### src/rtl/prod_accum_pkg.sv
`default_nettype none
// ============================================================================
// Module      : prod_accum_pkg
// Description : Shared types and default sizing for the product accumulator.
// Revision    : 1.0 - initial release
// ============================================================================
package prod_accum_pkg;

    // Two-state group controller: collecting beats, or presenting a sum
    typedef enum logic [0:0] {
        ACCUM = 1'b0,
        HOLD  = 1'b1
    } state_t;

    localparam int PROD_W_DEF = 4;
    localparam int COUNT_DEF  = 4;
    localparam int ACC_W_DEF  = 8;

endpackage : prod_accum_pkg
`default_nettype wire

### src/rtl/prod_accum_if.sv
`default_nettype none
// ============================================================================
// Module      : prod_accum_if
// Description : Input product stream and output sum stream of prod_accum.
//               master = surrounding logic, slave = the accumulator.
// Revision    : 1.0 - initial release
// ============================================================================
interface prod_accum_if #(
    parameter int PROD_W = prod_accum_pkg::PROD_W_DEF,
    parameter int ACC_W  = prod_accum_pkg::ACC_W_DEF
);
    logic              in_valid;
    logic              in_ready;
    logic [PROD_W-1:0] in_prod;
    logic              out_valid;
    logic              out_ready;
    logic [ACC_W-1:0]  out_sum;
    logic              out_ovf;

    modport master (
        output in_valid, in_prod, out_ready,
        input  in_ready, out_valid, out_sum, out_ovf
    );

    modport slave (
        input  in_valid, in_prod, out_ready,
        output in_ready, out_valid, out_sum, out_ovf
    );
endinterface : prod_accum_if
`default_nettype wire

### src/rtl/prod_accum_add.sv
`default_nettype none
// ============================================================================
// Module      : prod_accum_add
// Description : Combinational accumulator adder, acc + zero-extended product,
//               with carry out of ACC_W. With PROD_ACCUM_SAT_EN defined the
//               sum clamps to all-ones on carry instead of wrapping.
// Revision    : 1.0 - initial release
// ============================================================================
module prod_accum_add
    import prod_accum_pkg::*;
#(
    parameter int PROD_W = PROD_W_DEF,
    parameter int ACC_W  = ACC_W_DEF
) (
    input  wire logic [ACC_W-1:0]  i_acc,
    input  wire logic [PROD_W-1:0] i_prod,
    output logic      [ACC_W-1:0]  o_sum,
    output logic                   o_carry
);

    logic [ACC_W:0] w_full;

    // Full-width add so the carry out of ACC_W is visible
    always_comb begin
        w_full  = {1'b0, i_acc} + {{(ACC_W+1-PROD_W){1'b0}}, i_prod};
        o_carry = w_full[ACC_W];
`ifdef PROD_ACCUM_SAT_EN
        // Clamp on carry; once at all-ones any nonzero add carries again,
        // so the clamp holds for the rest of the group
        o_sum   = w_full[ACC_W] ? {ACC_W{1'b1}} : w_full[ACC_W-1:0];
`else
        o_sum   = w_full[ACC_W-1:0];
`endif
    end

endmodule : prod_accum_add
`default_nettype wire

### src/rtl/prod_accum.sv
`default_nettype none
// ============================================================================
// Module      : prod_accum
// Description : Sums COUNT consecutive products from the 2x2 multiplier and
//               presents each group sum on a valid/ready port. Optional
//               saturation instead of wrap under PROD_ACCUM_SAT_EN.
// Revision    : 1.0 - initial release
// ============================================================================
module prod_accum
    import prod_accum_pkg::*;
#(
    parameter int PROD_W = PROD_W_DEF,
    parameter int COUNT  = COUNT_DEF,
    parameter int ACC_W  = ACC_W_DEF
) (
    input  wire logic      clk,
    input  wire logic      rst,
    input  wire logic      clear,
    prod_accum_if.slave    bus
);

    localparam int CNT_W = (COUNT > 1) ? $clog2(COUNT) : 1;
    localparam logic [CNT_W-1:0] c_CNT_LAST = CNT_W'(COUNT - 1);

    state_t             r_state;
    logic [ACC_W-1:0]   r_acc;
    logic [CNT_W-1:0]   r_cnt;
    logic               r_ovf;
    logic               r_in_ready;
    logic               r_out_valid;
    logic [ACC_W-1:0]   r_out_sum;
    logic               r_out_ovf;

    logic [ACC_W-1:0]   w_sum;
    logic               w_carry;
    logic               w_accept;
    logic               w_ovf_next;

    prod_accum_add #(
        .PROD_W (PROD_W),
        .ACC_W  (ACC_W)
    ) u_add (
        .i_acc   (r_acc),
        .i_prod  (bus.in_prod),
        .o_sum   (w_sum),
        .o_carry (w_carry)
    );

    assign w_accept   = bus.in_valid && r_in_ready;
    assign w_ovf_next = r_ovf | w_carry;

    // Group controller: accumulate beats, latch the sum, wait for the sink
    always_ff @(posedge clk) begin
        if (rst) begin
            r_state     <= ACCUM;
            r_acc       <= '0;
            r_cnt       <= '0;
            r_ovf       <= 1'b0;
            r_in_ready  <= 1'b1;
            r_out_valid <= 1'b0;
            r_out_sum   <= '0;
            r_out_ovf   <= 1'b0;
        end else if (clear) begin
            // Abort wins over any accept or output handshake this cycle
            r_state     <= ACCUM;
            r_acc       <= '0;
            r_cnt       <= '0;
            r_ovf       <= 1'b0;
            r_in_ready  <= 1'b1;
            r_out_valid <= 1'b0;
        end else begin
            case (r_state)
                ACCUM: begin
                    if (w_accept) begin
                        r_acc <= w_sum;
                        r_ovf <= w_ovf_next;
                        if (r_cnt == c_CNT_LAST) begin
                            r_cnt       <= '0;
                            r_state     <= HOLD;
                            r_out_sum   <= w_sum;
                            r_out_ovf   <= w_ovf_next;
                            r_out_valid <= 1'b1;
                            r_in_ready  <= 1'b0;
                        end else begin
                            r_cnt <= r_cnt + 1'b1;
                        end
                    end
                end
                HOLD: begin
                    if (bus.out_ready) begin
                        r_state     <= ACCUM;
                        r_acc       <= '0;
                        r_ovf       <= 1'b0;
                        r_out_valid <= 1'b0;
                        r_in_ready  <= 1'b1;
                    end
                end
                default: begin
                    r_state <= ACCUM;
                end
            endcase
        end
    end

    assign bus.in_ready  = r_in_ready;
    assign bus.out_valid = r_out_valid;
    assign bus.out_sum   = r_out_sum;
    assign bus.out_ovf   = r_out_ovf;

endmodule : prod_accum
`default_nettype wire
### src/flat_wrapper.sv
// flat-port wrapper written by rule: the top's interface ports become plain ports
module prod_accum_flat import prod_accum_pkg::*;
#(
    parameter int PROD_W = PROD_W_DEF,
    parameter int COUNT  = COUNT_DEF,
    parameter int ACC_W  = ACC_W_DEF
)
  (clk, rst, clear, bus_in_valid, bus_in_prod, bus_out_ready, bus_in_ready, bus_out_valid, bus_out_sum, bus_out_ovf);
  prod_accum_if #(.PROD_W(PROD_W), .ACC_W(ACC_W)) bus_i ();
  input  wire logic clk;
  input  wire logic rst;
  input  wire logic clear;
  input wire logic [$bits(bus_i.in_valid)-1:0] bus_in_valid;
  input wire logic [$bits(bus_i.in_prod)-1:0] bus_in_prod;
  input wire logic [$bits(bus_i.out_ready)-1:0] bus_out_ready;
  output wire logic [$bits(bus_i.in_ready)-1:0] bus_in_ready;
  output wire logic [$bits(bus_i.out_valid)-1:0] bus_out_valid;
  output wire logic [$bits(bus_i.out_sum)-1:0] bus_out_sum;
  output wire logic [$bits(bus_i.out_ovf)-1:0] bus_out_ovf;
  assign bus_i.in_valid = bus_in_valid;
  assign bus_i.in_prod = bus_in_prod;
  assign bus_i.out_ready = bus_out_ready;
  assign bus_in_ready = bus_i.in_ready;
  assign bus_out_valid = bus_i.out_valid;
  assign bus_out_sum = bus_i.out_sum;
  assign bus_out_ovf = bus_i.out_ovf;
  prod_accum #(.PROD_W(PROD_W), .COUNT(COUNT), .ACC_W(ACC_W)) u_core (.clk(clk), .rst(rst), .clear(clear), .bus(bus_i));
endmodule
### config.mk
export PLATFORM = sky130hd
export DESIGN_NAME = prod_accum_flat
export DESIGN_NICKNAME = d
export VERILOG_FILES = /design/src/rtl/prod_accum_pkg.sv /design/src/rtl/prod_accum_if.sv /design/src/rtl/prod_accum_add.sv /design/src/rtl/prod_accum.sv /design/src/flat_wrapper.sv
export SDC_FILE = /design/constraint.sdc
export NUM_CORES = 1
export LEC_CHECK = 0
export ABC_AREA = 1
export BUFFER_PORTS_ARGS = -buffer_cell sky130_fd_sc_hd__buf_2
export CORE_MARGIN = 1
export CORE_UTILIZATION = 45
export DETAILED_ROUTE_END_ITERATION = 16
export PLACE_DENSITY_LB_ADDON = 0.2
export SLEW_MARGIN = 15
export SYNTH_ARGS = -nofsm -noshare
export SYNTH_HDL_FRONTEND = slang
export SYNTH_HIERARCHICAL = 1
export SYNTH_SLANG_ARGS = --single-unit
### constraint.sdc
create_clock -name clk -period 2.19 [get_ports clk]
set_input_delay 0.219 -clock clk [delete_from_list [all_inputs] [get_ports clk]]
set_output_delay 0.219 -clock clk [all_outputs]
set_load 0.02 [all_outputs]
Word-level counts from Yosys, hierarchy flattened
Cells that the tools add are included.
Word-level totals
  input bits: 9
  register bits: 23
  output and inout port bits: 11
  word-level logic and storage cells: 41
Cells by class
  bitwise gates (word level): 3
  eq/ne operators: 4
  multiplexer cells: 18
  add/subtract/negate cells: 2
  reduce and logical (&&, ||, !) cells: 6
Operators by type and width (count)
  $mux W8: 2
  $pmux W8 S2: 1
  $mux W1: 10
  $add A8 B4 Y9: 1
  $pmux W1 S2: 4
  $ne A2 B1 Y1 const B: 2
  $reduce_and A2 Y1: 2
  $reduce_and A4 Y1: 1
  $reduce_and A3 Y1: 1
  $add A2 B1 Y2 const B: 1
  $eq A2 B2 Y1 const B: 1
  $mux W2: 1
  $ne A2 B2 Y1 const B: 1
  $not A1 Y1: 2
  $reduce_or A2 Y1: 1
  $logic_and A1 B1 Y1: 1
  $or A1 B1 Y1: 1

Logic depth before layout (Yosys ltp)
  word-level depth: 4
  depth in mapped cells: 10
  mapped depth without buffers: 10

Hierarchy
Netlist, hierarchy kept.
By module, submodules not included
  prod_accum: area an instance 989.7 µm², cells each 121, instances 1, sequential area each 460.4 µm²
  prod_accum_add: area an instance 254.0 µm², cells each 43, instances 1, sequential area each 0.0 µm²

Least setup slack after synthesis
OpenSTA, ideal clock, no wires.
  kind: reg2reg
  start: register u_core.r_acc[0]
  end: register u_core.r_out_sum[4], in the netlist u_core/bus.out_sum[4]
  cell stages (with the launch flop): 9
  period minus slack after synthesis: 1.599 ns
  buffers on the path: 0
  library setup time: 0.112 ns
  arrival: 1.488 ns
  slack: 0.591 ns
  data required time: 2.078 ns
  cell sequence: dfxtp_1 -> ha_1 -> fa_1 -> nand3_1 -> nand2_1 -> xor2_1 -> nand3b_1 -> nand2_1 -> nor2_2
Between the ends
  cells in the longest elaborated chain, start to end: 1
Ends and longest elaborated chain
  start, declared: line prod_accum.sv:26  | logic [ACC_W-1:0] r_acc;
  start signal, assigned: line prod_accum.sv:75  | r_acc <= w_sum;
  $add A8 B4 Y9: line prod_accum_add.sv:25  | w_full = {1'b0, i_acc} + {{(ACC_W+1-PROD_W){1'b0}}, i_prod};
  via u_core.w_sum[4]: line prod_accum.sv:34  | logic [ACC_W-1:0] w_sum;
  end signal, assigned: line prod_accum.sv:80  | r_out_sum <= w_sum;
  end, declared: line prod_accum.sv:31  | logic [ACC_W-1:0] r_out_sum;
The timed path passes the listed nets, and every way through them passes these cells.
A chain may end at the register's enable or synchronous reset.

Worst setup path in the final report
  start: register u_core.r_acc[0]
  end: register u_core.r_out_ovf, in the netlist u_core/bus.out_ovf
Between the ends
  cells in the longest elaborated chain, start to end: 2
Ends and longest elaborated chain
  $add A8 B4 Y9: line prod_accum_add.sv:25
  via u_core.w_carry: line prod_accum.sv:35  | logic w_carry;
  $or A1 B1 Y1: line prod_accum.sv:50  | assign w_ovf_next = r_ovf | w_carry;
  end signal, assigned: line prod_accum.sv:81  | r_out_ovf <= w_ovf_next;
  end, declared: line prod_accum.sv:32  | logic r_out_ovf;
The timed path passes the listed nets, and every way through them passes these cells.

==> impl_metrics.tcl <==
set metrics [dict create \
    io_pins 20 \
    grt_pass1_vias 881 \
    synth_edf_count 0 \
    cts.clk_slew.worst_paths_ns 0.13 \
    yosys-top-cells-count "nand2_1 (41), dfxtp_1 (23), nor2_2 (20)" \
    die_h_um 54.6 \
    viasPerCell 5.05 \
    setup_violations 0 \
    end_kind "flop" \
    cts_tree "yes" \
    hold_violations 0 \
    initialDrtViolationCount 24 \
    power.density_mw_per_mm2 509 \
    ys.flop_type "dfxtp_1" \
    area_delta_synth_final_pct 10.9 \
    insertion_delay_ns 0.31 \
    wl_per_cell_um 11.2 \
    post-route-period-util_pct 78.6 \
    start_util_pct 48.9 \
    run_status "complete, no violations" \
    io_buffers 19 \
    rsz0062_at_grt "no" \
    dieArea_sq_mm 0.00298 \
    worst_ep_arrival_time_ns 1.95 \
    synth_most_common_cell "nand2_1" \
    max_freq_mhz 581 \
    synthTopCellsByArea "dfxtp_1 (37%), nand2_1 (12%), nor2_2 (10%)" \
    slew_violations 0 \
    drt_pre_antenna_iters 4 \
    postCtsSetupRepairBufs 0 \
    yosysTopAreaCell "dfxtp_1" \
    instances_no_fill 213 \
    use_met1_pct 21.0 \
    netlist_instances 164 \
    leakagePower_nw 0.637 \
    synth-seq-area-share_pct 37.0 \
    met3_usage_pct 5.00 \
    cts-resized-gates 0 \
    cts.path.max_buffers 2 \
    grt_pass1_wl_mm 3.73 \
    setup_tns_ns 0 \
    root_buffer "clkbuf_4" \
    wl_mm 2.39 \
    n_antenna_cell 0 \
    syn_avg_cell_area_sq_um 7.58 \
    synth.distinct_cells 26 \
    grt.overflow.total 0 \
    slew_headroom_pct 66.9 \
    grt.total_usage_pct 17.7 \
    drive_gt1_share_pct 27.3 \
    ys_warn_count 6 \
    grt_max_degree 14 \
    postCtsHoldBufs 0 \
    finalNetCount 199 \
    mappedNetlistArea_sq_mm 0.00124 \
    via_count 1076 \
    crit_fanout 4 \
    ir_worst_vdd_uv 389 \
    start_kind "flop" \
    dp_hpwl_mm 1.82 \
    worstMarginPinSlew_ns 0.496 \
    use_met2_pct 32.1 \
    cts_buffers 3 \
    place.gp.congestion 0.864 \
    chipWidth_um 54.6 \
    drc 0 \
    synthesis.nets 179 \
    htree_levels 1 \
    ys_async_sr_fraction_pct 0 \
    core_sq_mm 0.00254 \
    placedCellCount 209 \
    synth_seq_cells 23 \
    ant_nets 0 \
    top_usage_layer "met2" \
    skew_ns 0.00884 \
    drv_cap 0 \
    antenna_found_initial 0 \
    rows 18 \
    period_needed_ns 1.72 \
    cts.sink_count 23 \
    netlist.area_leader.share_pct 37.0 \
    hold_path_class "primary input to flop" \
    crit_type "flop to flop" \
    crit_required_ns 2.42 \
]
==> through the flow <==
step | total power, mW | worst slack (ns) | util (%) | area (sq um) | hold WS [ns]
floorplan | 0.492 | 0.591 | - | 1240 | 0.348
global placement | 0.513 | 0.493 | 53.1 | 1350 | 0.453
detailed placement | 0.515 | 0.469 | 53.1 | 1350 | 0.461
CTS | 0.720 | 0.469 | 54.2 | 1380 | 0.135
global route | 0.743 | 0.316 | 54.2 | 1380 | 0.148
finish | 0.702 | 0.468 | 54.2 | 1380 | 0.153
==> worst max-delay path, stage by stage, from the launching register on <==
cell     delay (ns)
dfxtp_1        0.33
ha_1           0.22
fa_1           0.40
nand3_1        0.10
nand2_1        0.11
nand3_1        0.09
nor2_1         0.04
nor2_1         0.13
nand3_1        0.09
nand2_1        0.08
nor2_2         0.04
==> where the power goes <==
group	switching [mW]	total [mW]	leakage, nW	internal [mW]
Combinational	0.0490	0.0780	0.434	0.0290
Clock	0.128	0.196	0.0177	0.0682
Sequential	0.00390	0.428	0.186	0.424
==> kinds of logic (layout without fill, tap and decap cells) <==
| family | Yosys count | in the layout | share of synthesized area (%) |
|---|---|---|---|
| flip-flops | 23 | 23 | 37.0 |
| AND/OR/NAND/NOR | 103 | 103 | 43.3 |
| XOR/XNOR | 3 | 3 | 2.11 |
| buffers and inverters | 15 | 34 | 5.33 |
| adder cells (fa/ha/maj) | 6 | 6 | 6.64 |
| AO/OA/AOI/OAI | 14 | 14 | 5.63 |
==> placed cells by master, fill, tap and decap left out <==
master	netlist	final
o21ai_0	1	1
ha_1	5	5
inv_1	9	9
dfxtp_1	23	23
and2_1	1	1
clkinv_2	0	1
buf_2	2	19
xnor2_1	1	1
a21oi_1	13	13
nand3_1	17	17
fa_1	1	1
xor2_1	2	2
nor2_8	1	1
nand2_2	2	2
nor2_4	1	1
nor2_2	20	20
and2_4	1	1
clkinv_1	1	1
nor3_1	1	1
or2_1	1	1
nand3b_1	9	9
nand2_1	41	41
nand3_2	1	1
clkbuf_4	0	3
nor2_1	7	7
inv_2	1	1
==> final timing paths <==
kind              cells after the start  slack [ns]                  start                    end
setup / recovery                     10        0.47        u_core/r_acc[0]     u_core/bus.out_ovf
hold / removal                        3        0.15                    rst    u_core/bus.in_ready
setup reg to reg                     10        0.47        u_core/r_acc[0]     u_core/bus.out_ovf
hold reg to reg                       2        0.49  u_core/bus.out_sum[5]  u_core/bus.out_sum[5]
==> per-layer routing <==
metal  share of wire [%]  routed length (um)  vias to the layer above
li1                    -                   -                      565
met1                  48                1160                      492
met2                  48                1150                       19
met3                 3.3                  78                        0
met4                   0                   0                        0
met5                   0                   0                        -
==> sequential cells by signal (all words and copies together), names as in the netlist <==
register              count
u_core/bus.out_sum        8
u_core/bus.in_ready       1
u_core/r_acc              8
u_core/r_ovf              1
u_core/bus.out_valid      1
u_core/r_state            1
u_core/r_cnt              2
u_core/bus.out_ovf        1
==> final cells by class <==
class | count | area, sq um
timing repair buffer | 19 | 95.1
sequential | 23 | 460
multi-input combinational | 126 | 717
clock buffer | 3 | 22.5
inverter | 11 | 41.3
clock inverter | 1 | 5.00
fill | 246 | 1170
tap | 30 | 37.5
Power figures use the tool's default switching activity.
